$ cat src/rtl/srt_quotient_assembler_if.sv
// srt_quotient_assembler_if
//   Bundles the start/done handshake, the digit stream, the residual and the
//   final results of the SRT quotient assembler.
//   Parameter NSTEP sets the quotient width QW = 4*NSTEP.
//   Signals:
//     start, dig_valid, qj, qjn   - division start and per-cycle digit pair
//     rem_sum, rem_carry          - carry-save residual, taken with the last pair
//     divisor                     - divisor, taken at start
//     quot, rem                   - final quotient and corrected remainder
//     busy, done                  - status and single-cycle completion pulse
//     err                         - sticky illegal-digit flag (SRT_DIGIT_CHECK_EN only)
//   Modports: master drives the inputs, slave is the assembler.
//   Optional feature macro: SRT_DIGIT_CHECK_EN
interface srt_quotient_assembler_if #(
    parameter int NSTEP = 2
);
    localparam int QW = 4 * NSTEP;

    logic          start;
    logic          dig_valid;
    logic [3:0]    qj;
    logic [3:0]    qjn;
    logic [10:0]   rem_sum;
    logic [10:0]   rem_carry;
    logic [7:0]    divisor;
    logic [QW-1:0] quot;
    logic [10:0]   rem;
    logic          busy;
    logic          done;
`ifdef SRT_DIGIT_CHECK_EN
    logic          err;

    modport master (
        output start, dig_valid, qj, qjn, rem_sum, rem_carry, divisor,
        input  quot, rem, busy, done, err
    );
    modport slave (
        input  start, dig_valid, qj, qjn, rem_sum, rem_carry, divisor,
        output quot, rem, busy, done, err
    );
`else
    modport master (
        output start, dig_valid, qj, qjn, rem_sum, rem_carry, divisor,
        input  quot, rem, busy, done
    );
    modport slave (
        input  start, dig_valid, qj, qjn, rem_sum, rem_carry, divisor,
        output quot, rem, busy, done
    );
`endif
endinterface

$ cat src/rtl/srt_quotient_assembler.sv
// srt_quotient_assembler
//   Back end of the radix-16 SRT divider. Builds the binary quotient from
//   pairs of signed radix-4 digits by on-the-fly conversion, resolves the
//   carry-save residual and applies the negative-remainder correction.
//   Ports:
//     clk   - rising-edge clock
//     reset - asynchronous active-high reset
//     bus   - srt_quotient_assembler_if.slave (handshake, digits, results)
//   Optional feature macro: SRT_DIGIT_CHECK_EN adds the sticky err flag that
//   reports multi-hot digit codes.
//
//   state | meaning
//   IDLE  | waiting for start
//   ACCUM | converting digit pairs, NSTEP pairs expected
//   FINAL | resolve residual, pick Q or QM, correct remainder
//   DONE  | one-cycle done pulse, busy low
module srt_quotient_assembler #(
    parameter int NSTEP = 2
) (
    input logic                     clk,
    input logic                     reset,
    srt_quotient_assembler_if.slave bus
);
    localparam int QW = 4 * NSTEP;
    localparam int CW = (NSTEP > 1) ? $clog2(NSTEP) : 1;
    localparam logic [CW-1:0] LAST = CW'(NSTEP - 1);

    typedef enum logic [1:0] {IDLE, ACCUM, FINAL, DONE} state_t;

    state_t        state, state_nxt;
    logic [QW-1:0] q_r, qm_r, q_nxt, qm_nxt;
    logic [QW-1:0] quot_r, quot_nxt;
    logic [10:0]   rem_r, rem_nxt;
    logic [10:0]   rs_r, rc_r, rs_nxt, rc_nxt;
    logic [7:0]    dv_r, dv_nxt;
    logic [CW-1:0] cnt_r, cnt_nxt;
    logic          busy_r, busy_nxt, done_r, done_nxt;
    logic [10:0]   w;
    logic [2*QW-1:0] step1, step2;

    // Q tracks the quotient, QM tracks quotient-1; a negative digit borrows
    // from QM so no carry propagation is ever needed.
    function automatic logic [2*QW-1:0] conv_step(input logic [QW-1:0] q,
                                                  input logic [QW-1:0] qm,
                                                  input logic [3:0]    dig);
        logic [QW-1:0] q4, qm4, mag;
        logic          pos, neg;
        q4  = q << 2;
        qm4 = qm << 2;
        pos = 1'b0;
        neg = 1'b0;
        mag = '0;
        // highest set bit wins so multi-hot codes still decode deterministically
        if (dig[3]) begin
            pos = 1'b1; mag = QW'(2);
        end else if (dig[2]) begin
            pos = 1'b1; mag = QW'(1);
        end else if (dig[1]) begin
            neg = 1'b1; mag = QW'(1);
        end else if (dig[0]) begin
            neg = 1'b1; mag = QW'(2);
        end
        if (pos)
            conv_step = {q4 + mag, q4 + mag - QW'(1)};
        else if (neg)
            conv_step = {qm4 + QW'(4) - mag, qm4 + QW'(3) - mag};
        else
            conv_step = {q4, qm4 + QW'(3)};
    endfunction

    assign w     = rs_r + rc_r;
    assign step1 = conv_step(q_r, qm_r, bus.qj);
    assign step2 = conv_step(step1[2*QW-1:QW], step1[QW-1:0], bus.qjn);

`ifdef SRT_DIGIT_CHECK_EN
    logic err_r, err_nxt;
    logic multi_hot;
    assign multi_hot = ((bus.qj  & (bus.qj  - 4'd1)) != 4'd0) ||
                       ((bus.qjn & (bus.qjn - 4'd1)) != 4'd0);
    assign bus.err   = err_r;
`endif

    always_comb begin
        state_nxt = state;
        q_nxt     = q_r;
        qm_nxt    = qm_r;
        quot_nxt  = quot_r;
        rem_nxt   = rem_r;
        rs_nxt    = rs_r;
        rc_nxt    = rc_r;
        dv_nxt    = dv_r;
        cnt_nxt   = cnt_r;
        busy_nxt  = busy_r;
        done_nxt  = 1'b0;
`ifdef SRT_DIGIT_CHECK_EN
        err_nxt   = err_r;
`endif
        case (state)
            IDLE: begin
                if (bus.start) begin
                    q_nxt     = '0;
                    qm_nxt    = '1;
                    cnt_nxt   = '0;
                    dv_nxt    = bus.divisor;
                    busy_nxt  = 1'b1;
                    state_nxt = ACCUM;
`ifdef SRT_DIGIT_CHECK_EN
                    err_nxt   = 1'b0;
`endif
                end
            end
            ACCUM: begin
                if (bus.dig_valid) begin
                    q_nxt  = step2[2*QW-1:QW];
                    qm_nxt = step2[QW-1:0];
`ifdef SRT_DIGIT_CHECK_EN
                    err_nxt = err_r | multi_hot;
`endif
                    if (cnt_r == LAST) begin
                        rs_nxt    = bus.rem_sum;
                        rc_nxt    = bus.rem_carry;
                        state_nxt = FINAL;
                    end else begin
                        cnt_nxt = cnt_r + CW'(1);
                    end
                end
            end
            FINAL: begin
                // w == 0 is non-negative: only the sign bit triggers correction
                if (w[10]) begin
                    quot_nxt = qm_r;
                    rem_nxt  = w + {3'b000, dv_r};
                end else begin
                    quot_nxt = q_r;
                    rem_nxt  = w;
                end
                busy_nxt  = 1'b0;
                done_nxt  = 1'b1;
                state_nxt = DONE;
            end
            DONE: begin
                state_nxt = IDLE;
            end
            default: state_nxt = IDLE;
        endcase
    end

    always_ff @(posedge clk or posedge reset) begin
        if (reset) begin
            state  <= IDLE;
            q_r    <= '0;
            qm_r   <= '1;
            quot_r <= '0;
            rem_r  <= '0;
            rs_r   <= '0;
            rc_r   <= '0;
            dv_r   <= '0;
            cnt_r  <= '0;
            busy_r <= 1'b0;
            done_r <= 1'b0;
        end else begin
            state  <= state_nxt;
            q_r    <= q_nxt;
            qm_r   <= qm_nxt;
            quot_r <= quot_nxt;
            rem_r  <= rem_nxt;
            rs_r   <= rs_nxt;
            rc_r   <= rc_nxt;
            dv_r   <= dv_nxt;
            cnt_r  <= cnt_nxt;
            busy_r <= busy_nxt;
            done_r <= done_nxt;
        end
    end

`ifdef SRT_DIGIT_CHECK_EN
    always_ff @(posedge clk or posedge reset) begin
        if (reset) err_r <= 1'b0;
        else       err_r <= err_nxt;
    end
`endif

    assign bus.quot = quot_r;
    assign bus.rem  = rem_r;
    assign bus.busy = busy_r;
    assign bus.done = done_r;
endmodule

$ cat src/flat_wrapper.sv
// flat-port wrapper written by rule: the top's interface ports become plain ports
module srt_quotient_assembler_flat 
#(
    parameter int NSTEP = 2
)
  (clk, reset, bus_start, bus_dig_valid, bus_qj, bus_qjn, bus_rem_sum, bus_rem_carry, bus_divisor, bus_quot, bus_rem, bus_busy, bus_done);
  srt_quotient_assembler_if #(.NSTEP(NSTEP)) bus_i ();
  input logic clk;
  input logic reset;
  input wire logic [$bits(bus_i.start)-1:0] bus_start;
  input wire logic [$bits(bus_i.dig_valid)-1:0] bus_dig_valid;
  input wire logic [$bits(bus_i.qj)-1:0] bus_qj;
  input wire logic [$bits(bus_i.qjn)-1:0] bus_qjn;
  input wire logic [$bits(bus_i.rem_sum)-1:0] bus_rem_sum;
  input wire logic [$bits(bus_i.rem_carry)-1:0] bus_rem_carry;
  input wire logic [$bits(bus_i.divisor)-1:0] bus_divisor;
  output wire logic [$bits(bus_i.quot)-1:0] bus_quot;
  output wire logic [$bits(bus_i.rem)-1:0] bus_rem;
  output wire logic [$bits(bus_i.busy)-1:0] bus_busy;
  output wire logic [$bits(bus_i.done)-1:0] bus_done;
  assign bus_i.start = bus_start;
  assign bus_i.dig_valid = bus_dig_valid;
  assign bus_i.qj = bus_qj;
  assign bus_i.qjn = bus_qjn;
  assign bus_i.rem_sum = bus_rem_sum;
  assign bus_i.rem_carry = bus_rem_carry;
  assign bus_i.divisor = bus_divisor;
  assign bus_quot = bus_i.quot;
  assign bus_rem = bus_i.rem;
  assign bus_busy = bus_i.busy;
  assign bus_done = bus_i.done;
  srt_quotient_assembler #(.NSTEP(NSTEP)) u_core (.clk(clk), .reset(reset), .bus(bus_i));
endmodule
$ cat config.mk
export PLATFORM = sky130hd
export DESIGN_NAME = srt_quotient_assembler_flat
export DESIGN_NICKNAME = d
export VERILOG_FILES = /design/src/rtl/srt_quotient_assembler_if.sv /design/src/rtl/srt_quotient_assembler.sv /design/src/flat_wrapper.sv
export SDC_FILE = /design/constraint.sdc
export NUM_CORES = 1
export LEC_CHECK = 0
export CAP_MARGIN = 20
export CORE_MARGIN = 2
export CORE_UTILIZATION = 40
export CTS_BUF_LIST = sky130_fd_sc_hd__clkbuf_16
export CTS_CLUSTER_SIZE = 24
export DETAILED_ROUTE_END_ITERATION = 6
export GPL_ROUTABILITY_DRIVEN = 0
export PLACE_DENSITY_LB_ADDON = 0.1
export SYNTH_ARGS = -nofsm -noshare
export SYNTH_HDL_FRONTEND = slang
export SYNTH_SLANG_ARGS = --single-unit
$ cat constraint.sdc
create_clock -name clk -period 4.16 [get_ports clk]
set_clock_uncertainty 0.15 [all_clocks]
set_input_delay 0.832 -clock clk [delete_from_list [all_inputs] [get_ports clk]]
set_output_delay 0.832 -clock clk [all_outputs]
set_load 0.02 [all_outputs]
== After elaboration in Yosys (flattened, before gate mapping) ==
Cells that the tools add are included.

* Register bits: 70
* Input port bits: 42
* Word-level logic and storage cells: 83

* $add $sub $neg: 15
* Equal/unequal tests: 6
* Mux-type cells: 43
* Reductions and logical operators: 8

{| class="wikitable"
|+ Operator list
! cell !! number
|-
| $mux 8 || 11
|-
| $mux 16 || 2
|-
| $pmux 8 s2 || 2
|-
| $mux 14 || 2
|-
| $sub 8x8->8 || 3
|-
| $mux 1 || 17
|-
| $add 8x2->8 const B || 2
|-
| $add 8x8->8 || 2
|-
| $sub 8x1->8 const B || 2
|-
| $add 11x11->11 || 1
|-
| $add 11x8->11 || 1
|-
| $mux 11 || 1
|-
| $mux 2 || 5
|-
| $reduce_and 3->1 || 3
|-
| $add 8x3->8 const B || 1
|-
| $pmux 2 s4 || 1
|-
| $add 6x3->6 const B || 1
|-
| $sub 6x6->6 || 1
|-
| $eq 2x2->1 const B || 2
|-
| $ne 2x2->1 const B || 2
|-
| $pmux 1 s2 || 2
|-
| $reduce_and 2->1 || 2
|-
| $reduce_bool 2->1 || 2
|-
| $eq 2x1->1 const B || 1
|-
| 3 further kinds || 3
|}

== Depth between registers and ports, before layout ==
* Depth in word-level cells: 13
* Depth in mapped cells: 13
* Depth with buffers taken out: 13

== Worst setup path before layout ==
OpenSTA, ideal clock, no wires.

* Path kind: in2reg
* From: input port bus_qj[2]
* To: register u_core.q_r[6]
* Setup time: 0.135 ns
* Data arrival time: 2.743 ns
* Setup slack: 1.133 ns
* Cell stages on the path: 11
* Cells stage by stage: clkbuf_2 > nor2_1 > a21oi_1 > ha_1 > xnor2_1 > a21oi_4 > ha_1 > nor4b_1 > a21oi_1 > o31ai_1 > o21ai_0

* Longest elaborated chain between the ends: 11

{| class="wikitable"
|+ RTL lines
! what !! RTL line !! source
|-
| from (decl) || flat_wrapper.sv:12 || <nowiki>input wire logic [$bits(bus_i.qj)-1:0] bus_qj;</nowiki>
|-
| $mux 8 || srt_quotient_assembler.sv:56 || <nowiki>end else if (dig[2]) begin</nowiki>
|-
| $mux 8 || srt_quotient_assembler.sv:54 || <nowiki>if (dig[3]) begin</nowiki>
|-
| $add 8x8->8 or $sub 8x8->8 (tied branches) || srt_quotient_assembler.sv:64, srt_quotient_assembler.sv:66 ||
|-
| $sub 8x1->8 or $mux 14 (tied branches) || srt_quotient_assembler.sv:64, srt_quotient_assembler.sv:65 ||
|-
| $mux 14 (*) || srt_quotient_assembler.sv:63 || <nowiki>if (pos)</nowiki>
|-
| $add 8x3->8 || srt_quotient_assembler.sv:66 || <nowiki>conv_step = {qm4 + QW'(4) - mag, qm4 + QW'(3) - mag};</nowiki>
|-
| $sub 8x8->8 || srt_quotient_assembler.sv:66 ||
|-
| $mux 16 || srt_quotient_assembler.sv:65 || <nowiki>else if (neg)</nowiki>
|-
| $mux 16 (*) || srt_quotient_assembler.sv:63 ||
|-
| $mux 8 (*) || srt_quotient_assembler.sv:113 || <nowiki>if (bus.dig_valid) begin</nowiki>
|-
| $pmux 8 s2 (*) || srt_quotient_assembler.sv:98 || <nowiki>case (state)</nowiki>
|-
| to (signal assigned) || srt_quotient_assembler.sv:163 || <nowiki>q_r <= q_nxt;</nowiki>
|-
| to (decl) || srt_quotient_assembler.sv:31 || <nowiki>logic [QW-1:0] q_r, qm_r, q_nxt, qm_nxt;</nowiki>
|}

Every way passes the cells marked *; elsewhere a longest branch is shown, timed or not. The select of a mux whose other input is x is not followed.
A chain may end at the register's enable or synchronous reset.

== Worst setup path in the final report ==
Ends and elaborated chain as after synthesis.

==> reports/results.tsv <==
metric	value	unit
result of the run	complete, no violations	
count of placed standard cells in the final layout, fillers left out	631	
Longest Clk Path Bufs	2	
share of final-layout standard cells stronger than drive strength 1	14.3	%
die area	0.0116	mm2
Iteration-0 DRC Markers	98	
# placed instances	615	
Tmin final	3.47	ns
dominant cells by area after synthesis	dfrtp_1 36%, ha_1 8.8%, mux2_2 7.9%, dfstp_2 4.9%, a21oi_1 4.1%	
worst min-delay path category	register to register	
drt drc	0	
CTS Hold Buffers Added	0	
Hold Startpoint	u_core.bus.busy$_DFFE_PP0P_	
Synth Warn #	0	
setup repair after global routing missed its margin	no	
number of different library cells in the post-synthesis netlist	57	
core area	0.0104	mm2
per-cell via count in the routed design	5.27	
post-cts sizing count	0	
largest net degree at the start of global routing	30	
Final Setup Violations	0	
reg2reg start	u_core.rs_r[0]$_DFFE_PP0P_	
buffers added on ports	62	
count of flip-flops with a built-in enable after synthesis	0	
cell at the root of the clock tree	clkbuf_16	
post-layout utilization of the core	51.7	%
clock transition at the register clock pins on the worst setup and hold paths after CTS	0.06	ns
Max Cap Violations	0	
area share of the largest cell type after synthesis	36.2	%
endpoint arrival time on the critical path	3.49	ns
highest achievable clock rate	289	MHz
area added between synthesis and finish	25.0	%
count of vias placed by the detailed router	3328	
first-pass GRT wire length	16700	um
Syn Inst Count	425	
Crit. Startpoint	bus_qj[2]	
H-tree depth reported by CTS	3	
total iterations of the first detailed-routing run	4	
fill cell count	977	
flip-flop and latch count after synthesis	70	
sequential share of the synthesized area	41.1	%
final HPWL from detailed placement	7400	um
total clock buffers created by CTS	9	
most used flip-flop cell after synthesis	dfrtp_1	
largest fanout of any net on the critical path	8	
number of cell rows	37	
leading cell type by number of instances after synthesis	dfrtp_1	
aggregate negative setup slack	0	ns
clock net sink count	70	
number of hold violations in the final report	0	
cell type contributing the most total cell area after synthesis	dfrtp_1	
type of origin of the critical path	primary input	
max-slew headroom at the worst pin	35.0	%
residual overflow from global routing	0	
CP Data Required Time	4.19	ns
starting density of the core	41.4	%
Nets	564	
WL final	9920	um
number of diodes	0	
post-route ant nets	0	
Post-synth ARST share	100	%
initial antenna violation count	0	
buffers inserted during post-CTS setup optimization	0	
Avg Synthesized Cell Area	10.1	um2
most frequent cells after synthesis	62 x dfrtp_1, 38 x nor2_1, 35 x a21oi_1	
Synth Net Count	499	
wire per inst	15.7	um
Slew Viols, Final	0	
Die Wd	108	um
critical path class	primary input to register	
crit share post-route	83.3	%
kind of end point of the critical path	register	
Total GRT Usage	18.3	%
transition time at the pin with the least slew margin	0.971	ns
clock tree from TritonCTS	done	
vias in the first global route	3315	
vertical extent of the die	108	um
clock insertion delay at the later pin of the skew report	0.33	ns
area of the mapped netlist	0.00429	mm2
num ports	63	
==> routing by layer <==
layer | up-vias | global-route usage (%) | part of all wire, %
li1 | 1668 | - | -
met1 | 1594 | 27.0 | 51
met2 | 62 | 27.7 | 44
met3 | 4 | 4.30 | 4.3
met4 | 0 | 3.30 | 0.52
met5 | - | 0 | 0
==> final timing paths <==
| kind | to | slack [ns] | depth (start not counted) |
|---|---|---|---|
| min in group asynchronous | u_core.rs_r[9]$_DFFE_PP0P_ | 0.67 | 2 |
| worst max register to register | u_core.bus.rem[8]$_DFFE_PP0P_ | 0.87 | 13 |
| worst max-delay path | u_core.q_r[6]$_DFFE_PP0P_ | 0.69 | 11 |
| worst min-delay path | u_core.bus.busy$_DFFE_PP0P_ | 0.33 | 2 |
| max in group asynchronous | u_core.qm_r[1]$_DFFE_PP1P_ | 2.39 | 3 |
| worst min register to register | u_core.bus.busy$_DFFE_PP0P_ | 0.33 | 2 |
==> logic make-up after synthesis <==
group	after synthesis	share of synthesized area, %
multiplexers	49	12.5
adder cells (fa/ha/maj)	32	9.68
XOR/XNOR	21	4.29
flip-flops	70	41.1
AO/OA/AOI/OAI	109	16.6
AND/OR/NAND/NOR	115	13.0
buffers and inverters	29	2.83
==> placed cells by master, fill, tap and decap left out, drive strengths merged, types with 13 or more instances in the layout <==
master	n
clkdlybuf4s50	62
dfrtp	62
nor2	38
a21oi	37
mux2	32
nand2	30
ha	30
o21ai	21
inv	18
mux2i	17
xnor2	13
==> sequential cells by signal, summed over array words and instances (netlist names), 2 cells and up <==
signal,cells
u_core.rc_r,11
u_core.qm_r,8
u_core.state,2
u_core.q_r,8
u_core.bus.rem,11
u_core.dv_r,8
u_core.bus.quot,8
u_core.rs_r,11
==> worst max-delay path, stage by stage <==
cell	delay (ns)
clkdlybuf4s50_1	0.61
nor2_1	0.09
a21oi_1	0.22
ha_1	0.23
xnor2_1	0.19
a21oi_4	0.12
ha_1	0.33
nor4b_1	0.41
a21oi_1	0.13
o31ai_1	0.23
o21ai_0	0.11
==> metrics by stage <==
| step | hold slack (ns) | cell area [um2] | setup WS [ns] |
|---|---|---|---|
| 6_report | 0.326 | 5360 | 0.694 |
| 3_3_place_gp | 0.312 | 5060 | 0.573 |
| 2_1_floorplan | 0.299 | 4290 | 1.13 |
| 4_1_cts | 0.334 | 5360 | 0.713 |
| 3_5_place_dp | 0.321 | 5060 | 0.423 |
| 5_1_grt | 0.359 | 5360 | 0.567 |
==> layout make-up <==
class	count	area [um2]	share of cell area (%)
multi-input cells	326	2410	44.9
flip-flops and latches	70	1760	32.9
repair buffers	67	658	12.3
clock buffers	9	225	4.20
well taps	136	170	3.17
clock inverters	7	81.3	1.52
inverters	16	60.1	1.12
Power is not shown: default switching activity piles up to over one toggle a cycle in this logic, so the estimate is an artifact.
